<file path="src/rtl/ahb_addr_decoder_pkg.sv">
`default_nettype none
// ============================================================================
// ahb_addr_decoder_pkg : shared AHB constants, default address map and types
// Rev 1.0
// ============================================================================
package ahb_addr_decoder_pkg;

  localparam int ADDR_WIDTH = 32;
  localparam int DATA_WIDTH = 32;
  localparam int NUM_SLAVES = 4;

  // Half-open regions [BASE, HIGH)
  localparam logic [ADDR_WIDTH-1:0] BASE_ADDR [NUM_SLAVES] = '{
    32'h0000_0000, 32'h0000_1000, 32'h1000_0000, 32'h4000_0000
  };
  localparam logic [ADDR_WIDTH-1:0] HIGH_ADDR [NUM_SLAVES] = '{
    32'h0000_1000, 32'h0000_2000, 32'h2000_0000, 32'h4000_0100
  };

  typedef enum logic [1:0] {
    HTRANS_IDLE   = 2'd0,
    HTRANS_BUSY   = 2'd1,
    HTRANS_NONSEQ = 2'd2,
    HTRANS_SEQ    = 2'd3
  } htrans_t;

  localparam logic HRESP_OKAY  = 1'b0;
  localparam logic HRESP_ERROR = 1'b1;

  typedef logic [1:0] ds_state_t;
  localparam ds_state_t DS_IDLE = 2'd0;
  localparam ds_state_t DS_ERR1 = 2'd1;
  localparam ds_state_t DS_ERR2 = 2'd2;

  function automatic logic is_active(input htrans_t t);
    return (t == HTRANS_NONSEQ) || (t == HTRANS_SEQ);
  endfunction

endpackage
`default_nettype wire

</file>
<file path="src/rtl/ahb_addr_decoder_if.sv">
`default_nettype none
// ============================================================================
// ahb_addr_decoder_if : address-phase inputs, slave responses and muxed outputs
// Rev 1.0
// ============================================================================
interface ahb_addr_decoder_if #(
  parameter int NUM_SLAVES = ahb_addr_decoder_pkg::NUM_SLAVES,
  parameter int ADDR_WIDTH = ahb_addr_decoder_pkg::ADDR_WIDTH,
  parameter int DATA_WIDTH = ahb_addr_decoder_pkg::DATA_WIDTH
);
  import ahb_addr_decoder_pkg::*;

  logic [ADDR_WIDTH-1:0]                 Haddr;
  htrans_t                               Htrans;
  logic [NUM_SLAVES-1:0]                 Region_en;
  logic [NUM_SLAVES-1:0][DATA_WIDTH-1:0] Hrdata_s;
  logic [NUM_SLAVES-1:0]                 Hreadyout_s;
  logic [NUM_SLAVES-1:0]                 Hresp_s;
  logic [NUM_SLAVES-1:0]                 Hsel;
  logic                                  Hsel_default;
  logic [DATA_WIDTH-1:0]                 Hrdata;
  logic                                  Hready;
  logic                                  Hresp;
  logic [7:0]                            Err_count;

  modport master (
    output Haddr, Htrans, Region_en, Hrdata_s, Hreadyout_s, Hresp_s,
    input  Hsel, Hsel_default, Hrdata, Hready, Hresp, Err_count
  );

  modport slave (
    input  Haddr, Htrans, Region_en, Hrdata_s, Hreadyout_s, Hresp_s,
    output Hsel, Hsel_default, Hrdata, Hready, Hresp, Err_count
  );

endinterface
`default_nettype wire

</file>
<file path="src/rtl/ahb_default_slave.sv">
`default_nettype none
// ============================================================================
// ahb_default_slave : two-cycle ERROR responder for unmapped transfers
// Rev 1.0
// ============================================================================
module ahb_default_slave
  import ahb_addr_decoder_pkg::*;
(
  input  wire          Hclk,
  input  wire          Hresetn,
  input  wire          i_hready,
  input  wire          i_hsel_default,
  input  wire htrans_t i_htrans,
  output logic         o_hready,
  output logic         o_hresp,
  output logic [7:0]   o_err_count
);

  ds_state_t  r_state;
  ds_state_t  w_state_nxt;
  logic       w_qualify;
  logic [7:0] r_err_count;

  assign w_qualify = i_hready && i_hsel_default && is_active(i_htrans);

  always_comb begin
    w_state_nxt = r_state;
    case (r_state)
      DS_IDLE: if (w_qualify) w_state_nxt = DS_ERR1;
      DS_ERR1: w_state_nxt = DS_ERR2;
      DS_ERR2: w_state_nxt = w_qualify ? DS_ERR1 : DS_IDLE;
      default: w_state_nxt = DS_IDLE;
    endcase
  end

  always_ff @(posedge Hclk or negedge Hresetn) begin
    if (!Hresetn) begin
      r_state     <= DS_IDLE;
      r_err_count <= 8'd0;
    end else begin
      r_state <= w_state_nxt;
      if (w_state_nxt == DS_ERR1 && r_err_count != 8'hFF)
        r_err_count <= r_err_count + 8'd1;
    end
  end

  // ERROR needs a wait cycle first, then a ready cycle, both flagged ERROR
  assign o_hready    = (r_state != DS_ERR1);
  assign o_hresp     = (r_state == DS_IDLE) ? HRESP_OKAY : HRESP_ERROR;
  assign o_err_count = r_err_count;

endmodule
`default_nettype wire

</file>
<file path="src/rtl/ahb_addr_decoder.sv">
`default_nettype none
// ============================================================================
// ahb_addr_decoder : region decode, data-phase select and response mux
// Rev 1.0
// ============================================================================
module ahb_addr_decoder #(
  parameter int NUM_SLAVES = ahb_addr_decoder_pkg::NUM_SLAVES,
  parameter int ADDR_WIDTH = ahb_addr_decoder_pkg::ADDR_WIDTH,
  parameter int DATA_WIDTH = ahb_addr_decoder_pkg::DATA_WIDTH,
  parameter logic [ADDR_WIDTH-1:0] BASE_ADDR [NUM_SLAVES] = ahb_addr_decoder_pkg::BASE_ADDR,
  parameter logic [ADDR_WIDTH-1:0] HIGH_ADDR [NUM_SLAVES] = ahb_addr_decoder_pkg::HIGH_ADDR
) (
  input wire                Hclk,
  input wire                Hresetn,
  ahb_addr_decoder_if.slave bus
);
  import ahb_addr_decoder_pkg::*;

  localparam int c_idx_w = (NUM_SLAVES > 1) ? $clog2(NUM_SLAVES) : 1;

  logic [NUM_SLAVES-1:0] w_match;
  logic [NUM_SLAVES-1:0] w_sel;
  logic                  w_sel_default;
  logic [c_idx_w-1:0]    w_idx;
  logic [c_idx_w-1:0]    r_dp_idx;
  logic                  r_dp_default;
  logic                  w_hready;
  logic                  w_hresp;
  logic [DATA_WIDTH-1:0] w_hrdata;
  logic                  w_ds_hready;
  logic                  w_ds_hresp;
  logic [7:0]            w_err_count;

  for (genvar i = 0; i < NUM_SLAVES; i++) begin : g_region
    assign w_match[i] = bus.Region_en[i] &&
                        (bus.Haddr >= BASE_ADDR[i]) &&
                        (bus.Haddr <  HIGH_ADDR[i]);
  end

  // Isolating the lowest set bit gives lowest-index priority on overlaps
  assign w_sel         = w_match & (~w_match + NUM_SLAVES'(1));
  assign w_sel_default = (w_sel == '0);

  always_comb begin
    w_idx = '0;
    for (int i = 0; i < NUM_SLAVES; i++)
      if (w_sel[i]) w_idx = c_idx_w'(i);
  end

  always_ff @(posedge Hclk or negedge Hresetn) begin
    if (!Hresetn) begin
      r_dp_default <= 1'b1;
      r_dp_idx     <= '0;
    end else if (w_hready) begin
      r_dp_default <= w_sel_default;
      r_dp_idx     <= w_idx;
    end
  end

  always_comb begin
    w_hready = w_ds_hready;
    w_hresp  = w_ds_hresp;
    w_hrdata = '0;
    if (!r_dp_default) begin
      w_hready = bus.Hreadyout_s[r_dp_idx];
      w_hresp  = bus.Hresp_s[r_dp_idx];
      w_hrdata = bus.Hrdata_s[r_dp_idx];
    end
  end

  ahb_default_slave u_default_slave (
    .Hclk           (Hclk),
    .Hresetn        (Hresetn),
    .i_hready       (w_hready),
    .i_hsel_default (w_sel_default),
    .i_htrans       (bus.Htrans),
    .o_hready       (w_ds_hready),
    .o_hresp        (w_ds_hresp),
    .o_err_count    (w_err_count)
  );

  assign bus.Hsel         = w_sel;
  assign bus.Hsel_default = w_sel_default;
  assign bus.Hready       = w_hready;
  assign bus.Hresp        = w_hresp;
  assign bus.Hrdata       = w_hrdata;
  assign bus.Err_count    = w_err_count;

endmodule
`default_nettype wire

</file>
<file path="src/flat_wrapper.sv">
// flat-port wrapper written by rule: the top's interface ports become plain ports
module ahb_addr_decoder_flat import ahb_addr_decoder_pkg::*;
#(
  parameter int NUM_SLAVES = ahb_addr_decoder_pkg::NUM_SLAVES,
  parameter int ADDR_WIDTH = ahb_addr_decoder_pkg::ADDR_WIDTH,
  parameter int DATA_WIDTH = ahb_addr_decoder_pkg::DATA_WIDTH,
  parameter logic [ADDR_WIDTH-1:0] BASE_ADDR [NUM_SLAVES] = ahb_addr_decoder_pkg::BASE_ADDR,
  parameter logic [ADDR_WIDTH-1:0] HIGH_ADDR [NUM_SLAVES] = ahb_addr_decoder_pkg::HIGH_ADDR
)
  (Hclk, Hresetn, bus_Haddr, bus_Htrans, bus_Region_en, bus_Hrdata_s, bus_Hreadyout_s, bus_Hresp_s, bus_Hsel, bus_Hsel_default, bus_Hrdata, bus_Hready, bus_Hresp, bus_Err_count);
  ahb_addr_decoder_if #(.NUM_SLAVES(NUM_SLAVES), .ADDR_WIDTH(ADDR_WIDTH), .DATA_WIDTH(DATA_WIDTH)) bus_i ();
  input wire Hclk;
  input wire Hresetn;
  input wire logic [$bits(bus_i.Haddr)-1:0] bus_Haddr;
  input wire logic [$bits(bus_i.Htrans)-1:0] bus_Htrans;
  input wire logic [$bits(bus_i.Region_en)-1:0] bus_Region_en;
  input wire logic [$bits(bus_i.Hrdata_s)-1:0] bus_Hrdata_s;
  input wire logic [$bits(bus_i.Hreadyout_s)-1:0] bus_Hreadyout_s;
  input wire logic [$bits(bus_i.Hresp_s)-1:0] bus_Hresp_s;
  output wire logic [$bits(bus_i.Hsel)-1:0] bus_Hsel;
  output wire logic [$bits(bus_i.Hsel_default)-1:0] bus_Hsel_default;
  output wire logic [$bits(bus_i.Hrdata)-1:0] bus_Hrdata;
  output wire logic [$bits(bus_i.Hready)-1:0] bus_Hready;
  output wire logic [$bits(bus_i.Hresp)-1:0] bus_Hresp;
  output wire logic [$bits(bus_i.Err_count)-1:0] bus_Err_count;
  assign bus_i.Haddr = bus_Haddr;
  assign bus_i.Htrans = bus_Htrans;
  assign bus_i.Region_en = bus_Region_en;
  assign bus_i.Hrdata_s = bus_Hrdata_s;
  assign bus_i.Hreadyout_s = bus_Hreadyout_s;
  assign bus_i.Hresp_s = bus_Hresp_s;
  assign bus_Hsel = bus_i.Hsel;
  assign bus_Hsel_default = bus_i.Hsel_default;
  assign bus_Hrdata = bus_i.Hrdata;
  assign bus_Hready = bus_i.Hready;
  assign bus_Hresp = bus_i.Hresp;
  assign bus_Err_count = bus_i.Err_count;
  ahb_addr_decoder #(.NUM_SLAVES(NUM_SLAVES), .ADDR_WIDTH(ADDR_WIDTH), .DATA_WIDTH(DATA_WIDTH), .BASE_ADDR(BASE_ADDR), .HIGH_ADDR(HIGH_ADDR)) u_core (.Hclk(Hclk), .Hresetn(Hresetn), .bus(bus_i));
endmodule
</file>
<file path="config.mk">
export PLATFORM = sky130hd
export DESIGN_NAME = ahb_addr_decoder_flat
export DESIGN_NICKNAME = d
export VERILOG_FILES = /design/src/rtl/ahb_addr_decoder_pkg.sv /design/src/rtl/ahb_addr_decoder_if.sv /design/src/rtl/ahb_default_slave.sv /design/src/rtl/ahb_addr_decoder.sv /design/src/flat_wrapper.sv
export SDC_FILE = /design/constraint.sdc
export NUM_CORES = 1
export LEC_CHECK = 0
export BUFFER_PORTS_ARGS = -buffer_cell sky130_fd_sc_hd__buf_2
export CORE_AREA = 5 5 83 85
export CTS_CLUSTER_DIAMETER = 150
export DETAILED_ROUTE_END_ITERATION = 16
export DIE_AREA = 0 0 88 90
export PLACE_DENSITY = 0.76
export SYNTH_ARGS = -nofsm -noshare
export SYNTH_HDL_FRONTEND = slang
export SYNTH_SLANG_ARGS = --single-unit
</file>
<file path="constraint.sdc">
create_clock -name Hclk -period 2.9 [get_ports Hclk]
set_input_delay 0.29 -clock Hclk [delete_from_list [all_inputs] [get_ports Hclk]]
set_output_delay 0.29 -clock Hclk [all_outputs]
set_load 0.01 [all_outputs]
</file>
# Word level (Yosys, flattened, before mapping)
# Cells that the tools add are included.
# Widths: inputs -> output; s select.
[word_totals]
wordCells = 54
ram_bits = 0
n_memories = 0
ff_bits = 13
rom_bits = 0
output_inout_bits = 47
latch_bits = 0
[classes]
n_eq_ne = 7
n_div = 0
reduce_logical = 14
add_sub_neg = 2
n_mul = 0
n_mux = 16
shifts = 0
bitwise = 2
n_lt_le_gt_ge = 9
[op_table]
columns = ["operator", "n"]
rows = [
  ["$bmux 32 s2", 1],
  ["$mux 32", 2],
  ["$ge 32x1->1 const B", 1],
  ["$ge 32x13->1 const B", 1],
  ["$ge 32x29->1 const B", 1],
  ["$ge 32x31->1 const B", 1],
  ["$lt 32x13->1 const B", 1],
  ["$lt 32x14->1 const B", 1],
  ["$lt 32x30->1 const B", 1],
  ["$lt 32x31->1 const B", 1],
  ["$logic_and 1x1->1", 11],
  ["$add 8x1->8 const B", 1],
  ["$ne 8x8->1 const B", 1],
  ["$mux 1", 7],
  ["$eq 2x2->1 const B", 3],
  ["$mux 2", 3],
  ["$pmux 2 s3", 1],
  ["$add 4x1->4 const B", 1],
  ["$and 4x4->4", 1],
  ["$bmux 1 s2", 2],
  ["$eq 2x1->1 const B", 2],
  ["$logic_not 4->1", 1],
  ["$not 4->4", 1],
  ["$lt 2x3->1 const B", 1],
  ["other kinds (3)", 3],
]

# Depth between registers and ports, before layout
# Gate-level depths: netlist (run 1).
[logic_depth]
depth_word = 13
depth_mapped = 7
ltp_nobuf = 6

# By module
# Synthesis (run 1) repeated with hierarchy kept, for this count alone.
[hier_totals]
cells_unflattened = 158
hier_area_um2 = 1808.0
[by_module_without_submodules]
columns = ["mod", "seq_area_each_um2", "cells_each", "area_each_um2", "instances"]
rows = [
  ["ahb_addr_decoder", 76.3, 114, 1307.5, 1],
  ["ahb_default_slave", 250.2, 44, 500.5, 1],
]

# Worst setup path before layout (run 1)
# No wires, ideal clock.
[synth_timing]
path_type = "register -> register"
startpoint = "register u_core.r_dp_idx[0]"
endpoint = "register u_core.u_default_slave.r_err_count[1], in the netlist u_core.u_default_slave.o_err_count[1]"
setup_ns = 0.125
period_less_slack_ns = 2.022
t_required_ns = 2.775
setup_slack_ns = 0.878
stages_incl_launch_ff = 8
n_path_buf = 2
arrival_ns = 1.897
cell_sequence = "dfrtp_1 > buf_6 > mux4_2 > mux2i_4 > or3_1 > buf_6 > nor2_1 > mux2_2"
[synth_via]
elab_chain_len = 9
word_cells_on_any_way = 10
classes_between = "1 x eq/ne; 6 x mux; 3 x reduce/logical"
[synth_lines]
columns = ["element", "line", "rtl"]
rows = [
  ["start, declared", "ahb_addr_decoder.sv:25", "logic [c_idx_w-1:0] r_dp_idx;"],
  ["start signal, assigned", "ahb_addr_decoder.sv:56", "r_dp_idx <= w_idx;"],
  ["$bmux 1 s2 *", "ahb_addr_decoder.sv:65", "w_hready = bus.Hreadyout_s[r_dp_idx];"],
  ["$mux 1 (implied by the code) *", "ahb_addr_decoder.sv:65", ""],
  ["$mux 1 *", "ahb_addr_decoder.sv:64", "if (!r_dp_default) begin"],
  ["$logic_and 1x1->1 * (2 in series)", "ahb_default_slave.sv:24", "assign w_qualify = i_hready && i_hsel_default && is_active(i_htrans);"],
  ["$mux 1 or $mux 2 (tied branches)", "ahb_default_slave.sv:31, ahb_default_slave.sv:29", ""],
  ["$pmux 2 s3 *", "ahb_default_slave.sv:28", "case (r_state)"],
  ["$eq 2x1->1 *", "ahb_default_slave.sv:42", "if (w_state_nxt == DS_ERR1 && r_err_count != 8'hFF)"],
  ["$logic_and 1x1->1 *", "ahb_default_slave.sv:42", ""],
  ["end signal, assigned", "ahb_default_slave.sv:43", "r_err_count <= r_err_count + 8'd1;"],
  ["end, declared", "ahb_default_slave.sv:22", "logic [7:0] r_err_count;"],
]
# Every way passes the cells marked *; elsewhere a longest branch is shown, timed or not. The select of a mux whose other input is x is not followed.
# A chain may end at the register's enable or synchronous reset.

# Final worst setup path (run 1)
[layout_timing]
startpoint = "register u_core.r_dp_idx[0]"
endpoint = "output port bus_Hrdata[30]"
[layout_via]
elab_chain_len = 3
[layout_lines]
columns = ["element", "line", "rtl"]
rows = [
  ["$bmux 32 s2", "ahb_addr_decoder.sv:67", "w_hrdata = bus.Hrdata_s[r_dp_idx];"],
  ["$mux 32 (implied by the code)", "ahb_addr_decoder.sv:67", ""],
  ["$mux 32", "ahb_addr_decoder.sv:64", ""],
  ["end, declared", "flat_wrapper.sv:22", "output wire logic [$bits(bus_i.Hrdata)-1:0] bus_Hrdata;"],
]
# No other way between the ends. The select of a mux whose other input is x is not followed.

==> results of run 1 <==
[kinds of logic after synthesis]
family          count (synthesis)  share of synthesized area (%)
compound gates                  6                          2.489
xor+xnor                        7                          3.389
fa+ha+maj                       1                         0.6915
buf+inv                        15                          4.287
flops                          13                          18.05
mux                            37                          44.81
simple gates                   74                          26.28
[per-stage QoR]
stage | util, % | hold slack, ns
after floorplan | - | -0.005591
after global placement | 47.83 | 0.1882
after detailed placement | 47.83 | 0.1962
after CTS | 48.72 | 0.4396
after global routing | 48.77 | 0.4468
final | 48.77 | 0.4388
[timing repair]
item                       4_1_cts  5_1_grt
hold buffers                     1        0
gates resized for setup          0        0
hold endpoints to repair        12        0
setup endpoints to repair        0        0
buffers inserted                 0        0
[final timing paths]
kind	from	endpoint	slack [ns]	depth (start not counted)
worst max-delay path	u_core.r_dp_idx[0]	bus_Hrdata[30]	0.40	4
worst min-delay path	bus_Htrans[1]	u_core.u_default_slave.r_state[0]	0.44	3
worst max register to register	u_core.r_dp_idx[0]	u_core.u_default_slave.o_err_count[1]	0.57	5
worst min register to register	u_core.u_default_slave.o_err_count[5]	u_core.u_default_slave.o_err_count[5]	0.48	1
max in group asynchronous	Hresetn	u_core.r_dp_default	2.16	2
min in group asynchronous	Hresetn	u_core.u_default_slave.o_err_count[0]	0.46	2
[power groups by stage]
stage	clock [mW]	combinational, mW	sequential, mW
2_1_floorplan	0	0.451	0.316
3_3_place_gp	0	0.795	0.313
3_5_place_dp	0	0.809	0.316
4_1_cts	0.163	0.815	0.312
5_1_grt	0.174	0.875	0.325
6_report	0.160	0.801	0.311
[final cells by class]
class	count	area, um2
flip-flops and latches	13	327.8
fillers	585	3142
repair buffers	218	1106
well taps	77	96.34
inverters	2	7.507
diodes	1	2.502
multi-input cells	125	1405
clock buffers	4	45.04
[cells in the final DEF, fill, tap and decap left out, types with 2 or more instances in the layout]
| cell | instances |
|---|---|
| sky130_fd_sc_hd__inv_1 | 2 |
| sky130_fd_sc_hd__mux2_2 | 2 |
| sky130_fd_sc_hd__mux4_2 | 34 |
| sky130_fd_sc_hd__or3_1 | 2 |
| sky130_fd_sc_hd__dfrtp_1 | 11 |
| sky130_fd_sc_hd__xor2_1 | 7 |
| sky130_fd_sc_hd__nand3_1 | 5 |
| sky130_fd_sc_hd__buf_2 | 213 |
| sky130_fd_sc_hd__nor2_1 | 8 |
| sky130_fd_sc_hd__clkbuf_8 | 3 |
| sky130_fd_sc_hd__nor2b_1 | 34 |
| sky130_fd_sc_hd__nor3_1 | 3 |
| sky130_fd_sc_hd__buf_4 | 4 |
| sky130_fd_sc_hd__nand2_1 | 7 |
| sky130_fd_sc_hd__nor4_1 | 4 |
[routing by layer]
layer  track usage [%]  part of all wire [%]  routed length, um
met2             33.61                    53               4000
met4             3.069                   1.0                 76
met3             6.033                    14               1058
met5                 0                  0.45                 34
met1             18.94                    32               2383
[worst reg2reg max path, delay by kind of cell, from the launching register on]
kind | cells | cell delay (ns)
flops | 1 | 0.63
simple gates | 2 | 0.50
mux | 3 | 1.08
[state kept, by name, indices dropped and copies added (netlist names)]
register,cells
u_core.r_dp_default,1
u_core.r_dp_idx,2
u_core.u_default_slave.o_err_count,8
u_core.u_default_slave.r_state,2
[synthesized netlist by cell type (all sizes together)]
cell type,instances
nand3b,1
mux4,34
a21oi,1
or2,1
nand2b,1
nor3b,1
xor2,7
nor2,8
and4bb,1
nor4,6
dfstp,1
mux2i,1
nand3,5
o21bai,1
dfrtp,12
and4b,1
buf,6
clkbuf,7
a21boi,1
nand2,7
ha,1
or3,2
nand4,1
a211oi,1
nor4b,2
o31ai,1
inv,2
nor3,3
mux2,2
nor2b,34
o21ai,1
==> impl_metrics.ini, run 1 <==
[cts]
cts.sinks = 13
clock_tree.root_cell = sky130_fd_sc_hd__clkbuf_8
clk-insertion-delay-late_ns = 0.24
cts_max_path_buffers = 2
cts_tree = built
cts_max_level = 1
cts.reportedPaths.clkPinSlew_ns = 0.05
tritoncts.num_buffers = 3

[sta]
period_needed_ns = 2.501
timing.fmax_mhz = 399.9
totalNegativeSetupSlack_ns = 0
worst-slew-pin-transition_ns = 0.4380
hold_viol = 0
worst_slew_margin_rel_pct = 70.80
finalMaxSlewViolations = 0
final.setup_skew_ns = 0.002257
finalSetupViolations = 0
fin_ws_ns = 0.3994
layout_worst_path_cycle_share_pct = 86.23
grt_setup_unrepaired = no

[job]
timing.max_cap.violations = 0

[pwr]
power-per-cell-area_mw_per_mm2 = 425.1
pleak_nw = 1.488
switching_power_mw = 0.5439
clock_power_share_pct = 12.6
seqPwrFrac_pct = 24.5
swShare_pct = 42.79
cellInternalPower_mw = 0.7273
worst_ir_drop_vdd_mv = 0.4287
power_frac_comb_pct = 63.0
total_power_mw = 1.271

[floorplanning]
floorplan.die_area_mm2 = 0.007920
die_h_um = 90
placeableCoreArea_mm2 = 0.006132
placementRows = 29
initial_utilization_pct = 29.50
ios = 223
floorplan.die.width_um = 88

[worst_setup_path]
critPathMaxStageDelay_ns = 0.63
critPathKind = register to output port
worstPathRequired_ns = 2.61
timing.critical_path.to_type = output port
path_buf_inv = 2
timing.critical_path.fanout_max = 23
startpoint_type_of_the_worst_setup_path = register
timing.critical_path.arrival_ns = 2.21
path_delay_family = flip-flops
critical-path-slowest-cell = sky130_fd_sc_hd__dfrtp_2
worstPathCellList = buf_4 > mux4_2 > nor2b_1 > buf_2

[synthesis]
syn-num-nets = 330
register_area_share_after_synthesis_pct = 18.05
synth_cell_types = 36
netlist_area_mm2 = 0.001809
yosys_warnings = 0
avgSynthCellArea_um2 = 11.83
synthDominantAreaCellType = sky130_fd_sc_hd__mux4_2
syn-instance-count = 153
synth.area.top_cells = sky130_fd_sc_hd__mux4_2 42%, sky130_fd_sc_hd__dfrtp_1 17%, sky130_fd_sc_hd__nor2b_1 12%
post-synth-top-area-fraction_pct = 42.32
post_synthesis_register_bit_count = 13

[global_route]
track_usage_pct = 17.84
pin_count_of_the_biggest_net_entering_global_routing = 36
grt-ovfl-total = 0
antenna_found_initial = 3
number_of_global_route_vias_before_repair = 2301
grt_pass1_wl_um = 11310

[routing]
detail_route.vias_per_cell = 4.952
antenna_left = 0
route.detailed.drc = 0
route.vias.total = 2179
detailedRoute.firstPassIterationCount = 4
wl_per_cell_um = 17.17
drt_first_iter_violations = 43
detail_route.wirelength_um = 7553

[placement]
place_congestion = 0.8624
placed_area_mm2 = 0.002933
detailed_place_hpwl_um = 6743
placed_cells = 434
buffer_ports.inserted = 213
post-place-ws_ns = 0.5503

[status]
outcome = finished clean

[finish]
final_net_count = 540
area_delta_synth_final_pct = 65.28
post_route_cells_drive_above_1_share_pct = 73.48
layout.cell_area.non_filler_mm2 = 0.002990
fin_cells = 440

[worst_hold_path]
hold_path_class = input pin to register
Note: power is estimated with default switching activity, not from simulation.
==> run 2, diff against run 1 <==
--- a/config.mk
+++ b/config.mk
@@ -11,6 +11,7 @@
 export DETAILED_ROUTE_END_ITERATION = 16
 export DIE_AREA = 0 0 88 90
 export PLACE_DENSITY = 0.76
+export REMOVE_ABC_BUFFERS = 1
 export SYNTH_ARGS = -nofsm -noshare
 export SYNTH_HDL_FRONTEND = slang
 export SYNTH_SLANG_ARGS = --single-unit
==> impl_metrics.ini, run 2 (synthesized netlist as in run 1, its figures left out) <==
[routing]
detail_route.vias_per_cell = 5.053
drt_first_iter_violations = 42
route.detailed.drc = 0
wl_per_cell_um = 16.84
antenna_left = 0
detail_route.wirelength_um = 7376
detailedRoute.firstPassIterationCount = 4
route.vias.total = 2213

[cts]
clk-insertion-delay-late_ns = 0.25
postCtsSetupRepairBufs = 0
cts.sinks = 13
cts_hold_buffers = 1
tritoncts.num_buffers = 3
cts.reportedPaths.clkPinSlew_ns = 0.06
cts_tree = built
quantity_of_gates_resized_following_cts = 0
cts_max_path_buffers = 2
cts_max_level = 1
clock_tree.root_cell = sky130_fd_sc_hd__clkbuf_8

[finish]
layout_commonest_cell = sky130_fd_sc_hd__buf_2
final-seq-area_um2 = 327.8
layout.cells.most_common_list = 213 x sky130_fd_sc_hd__buf_2, 34 x sky130_fd_sc_hd__mux4_2, 34 x sky130_fd_sc_hd__nor2b_1
multiInputGateArea_mm2 = 0.001405
area_delta_synth_final_pct = 65.49
fillerInstances = 583
max_ffs_per_register = 8
post_route_cells_drive_above_1_share_pct = 73.68
final_net_count = 539
antenna_diodes = 0

[sta]
timing.fmax_mhz = 431.4
period_needed_ns = 2.318
hold_viol = 0
worst_slew_margin_rel_pct = 43.21
fin_worst_hold_slack_ns = 0.4310
fin_ws_ns = 0.5822
worst-slew-pin-transition_ns = 0.8503
grt_setup_unrepaired = no
finalMaxSlewViolations = 0
finalSetupViolations = 0
final.setup_skew_ns = 0.008784
layout_worst_path_cycle_share_pct = 79.93

[floorplanning]
ios = 223
initial_utilization_pct = 29.50
floorplan.die.width_um = 88
die_h_um = 90
placementRows = 29
placeableCoreArea_mm2 = 0.006132
floorplan.die_area_mm2 = 0.007920

[pwr]
clock_power_share_pct = 12.7
power_frac_comb_pct = 62.7
power-per-cell-area_mw_per_mm2 = 431.7
worst_ir_drop_vdd_mv = 0.2733
seqPwrFrac_pct = 24.5
pleak_nw = 1.488
cellInternalPower_mw = 0.7261
switching_power_mw = 0.5666
swShare_pct = 43.83

[global_route]
number_of_global_route_vias_before_repair = 2393
antenna_found_initial = 0
track_usage_pct = 17.67
grt_pass1_wl_um = 11300
grt-ovfl-total = 0
pin_count_of_the_biggest_net_entering_global_routing = 36

[worst_setup_path]
critPathKind = register to register
timing.critical_path.arrival_ns = 2.46
r2r-end = u_core.u_default_slave.o_err_count[1]
worst-r2r-setup-slack_ns = 0.58
worst_r2r_startpoint = u_core.r_dp_idx[0]
startpoint_type_of_the_worst_setup_path = register
timing.critical_path.fanout_max = 11
timing.critical_path.to_type = register
worstPathRequired_ns = 3.04
ff2ff_path_depth = 5

[worst_hold_path]
min_to = u_core.u_default_slave.r_state[0]
hold_path_class = input pin to register
worstHoldPathCells = 3
hp-start = bus_Htrans[1]

[job]
timing.max_cap.violations = 0

[placement]
detailed_place_hpwl_um = 6392
post-place-ws_ns = 0.5442
place_congestion = 0.8649
buffer_ports.inserted = 213

[status]
outcome = finished clean
run 2: changes by cell type in the layout (fill, tap and decap cells not counted):
cell,change
sky130_fd_sc_hd__diode_2,-1
sky130_fd_sc_hd__clkbuf_1,-1
sky130_fd_sc_hd__clkinv_2,+1
sky130_fd_sc_hd__buf_12,+1
sky130_fd_sc_hd__buf_4,-2
run 2: cell type report:
cell class | instances | area share [%]
sequential | 13 | 10.95
clock buffer | 3 | 1.379
tap | 77 | 3.218
clock inverter | 1 | 0.1672
inverter | 2 | 0.2507
timing repair buffer | 217 | 37.11
multi-input combinational | 125 | 46.93
run 2: per-stage QoR:
| stage | total power [mW] | util [%] | std cells | area (um2) | setup TNS [ns] |
|---|---|---|---|---|---|
| floorplan | 0.7395 | - | 140 | 1739 | -1.320 |
| global placement | 1.118 | 47.91 | 433 | 2938 | 0 |
| detailed placement | 1.144 | 47.91 | 433 | 2938 | 0 |
| CTS | 1.310 | 48.83 | 438 | 2994 | 0 |
| global route | 1.385 | 48.83 | 438 | 2994 | 0 |
| finish | 1.293 | 48.83 | 438 | 2994 | 0 |
run 2: power groups by stage:
stage	clock (mW)	combinational, mW	sequential, mW
finish	0.164	0.811	0.317
global route	0.179	0.882	0.324
CTS	0.166	0.826	0.317
detailed placement	0	0.823	0.320
global placement	0	0.801	0.317
floorplan	0	0.362	0.378
run 2: routing by layer:
layer	vias to the layer above	part of all wire (%)	global-route usage (%)
met5	-	0	0
met4	0	2.9	6.522
met3	25	13	4.113
met2	156	53	33.92
met1	1018	31	17.80
li1	1014	-	-
run 2: worst max path at each step:
stage                            start                                     to  slack (ns)  cells after the start
finish              u_core.r_dp_idx[0]  u_core.u_default_slave.o_err_count[1]        0.58                      5
global route        u_core.r_dp_idx[0]  u_core.u_default_slave.o_err_count[1]        0.42                      5
CTS                 u_core.r_dp_idx[0]  u_core.u_default_slave.o_err_count[1]        0.54                      5
detailed placement  u_core.r_dp_idx[0]  u_core.u_default_slave.o_err_count[1]        0.54                      5
global placement    u_core.r_dp_idx[0]  u_core.u_default_slave.o_err_count[1]        0.61                      5
floorplan           u_core.r_dp_idx[0]  u_core.u_default_slave.o_err_count[1]       -0.30                      5
run 2: critical path, cell delays in order, from the launching register on:
cell and delay [ns]:
sky130_fd_sc_hd__dfrtp_2 0.59, sky130_fd_sc_hd__mux4_2 0.59, sky130_fd_sc_hd__mux2i_4 0.20, sky130_fd_sc_hd__or3_1 0.40, sky130_fd_sc_hd__nor2_1 0.13, sky130_fd_sc_hd__mux2_2 0.31
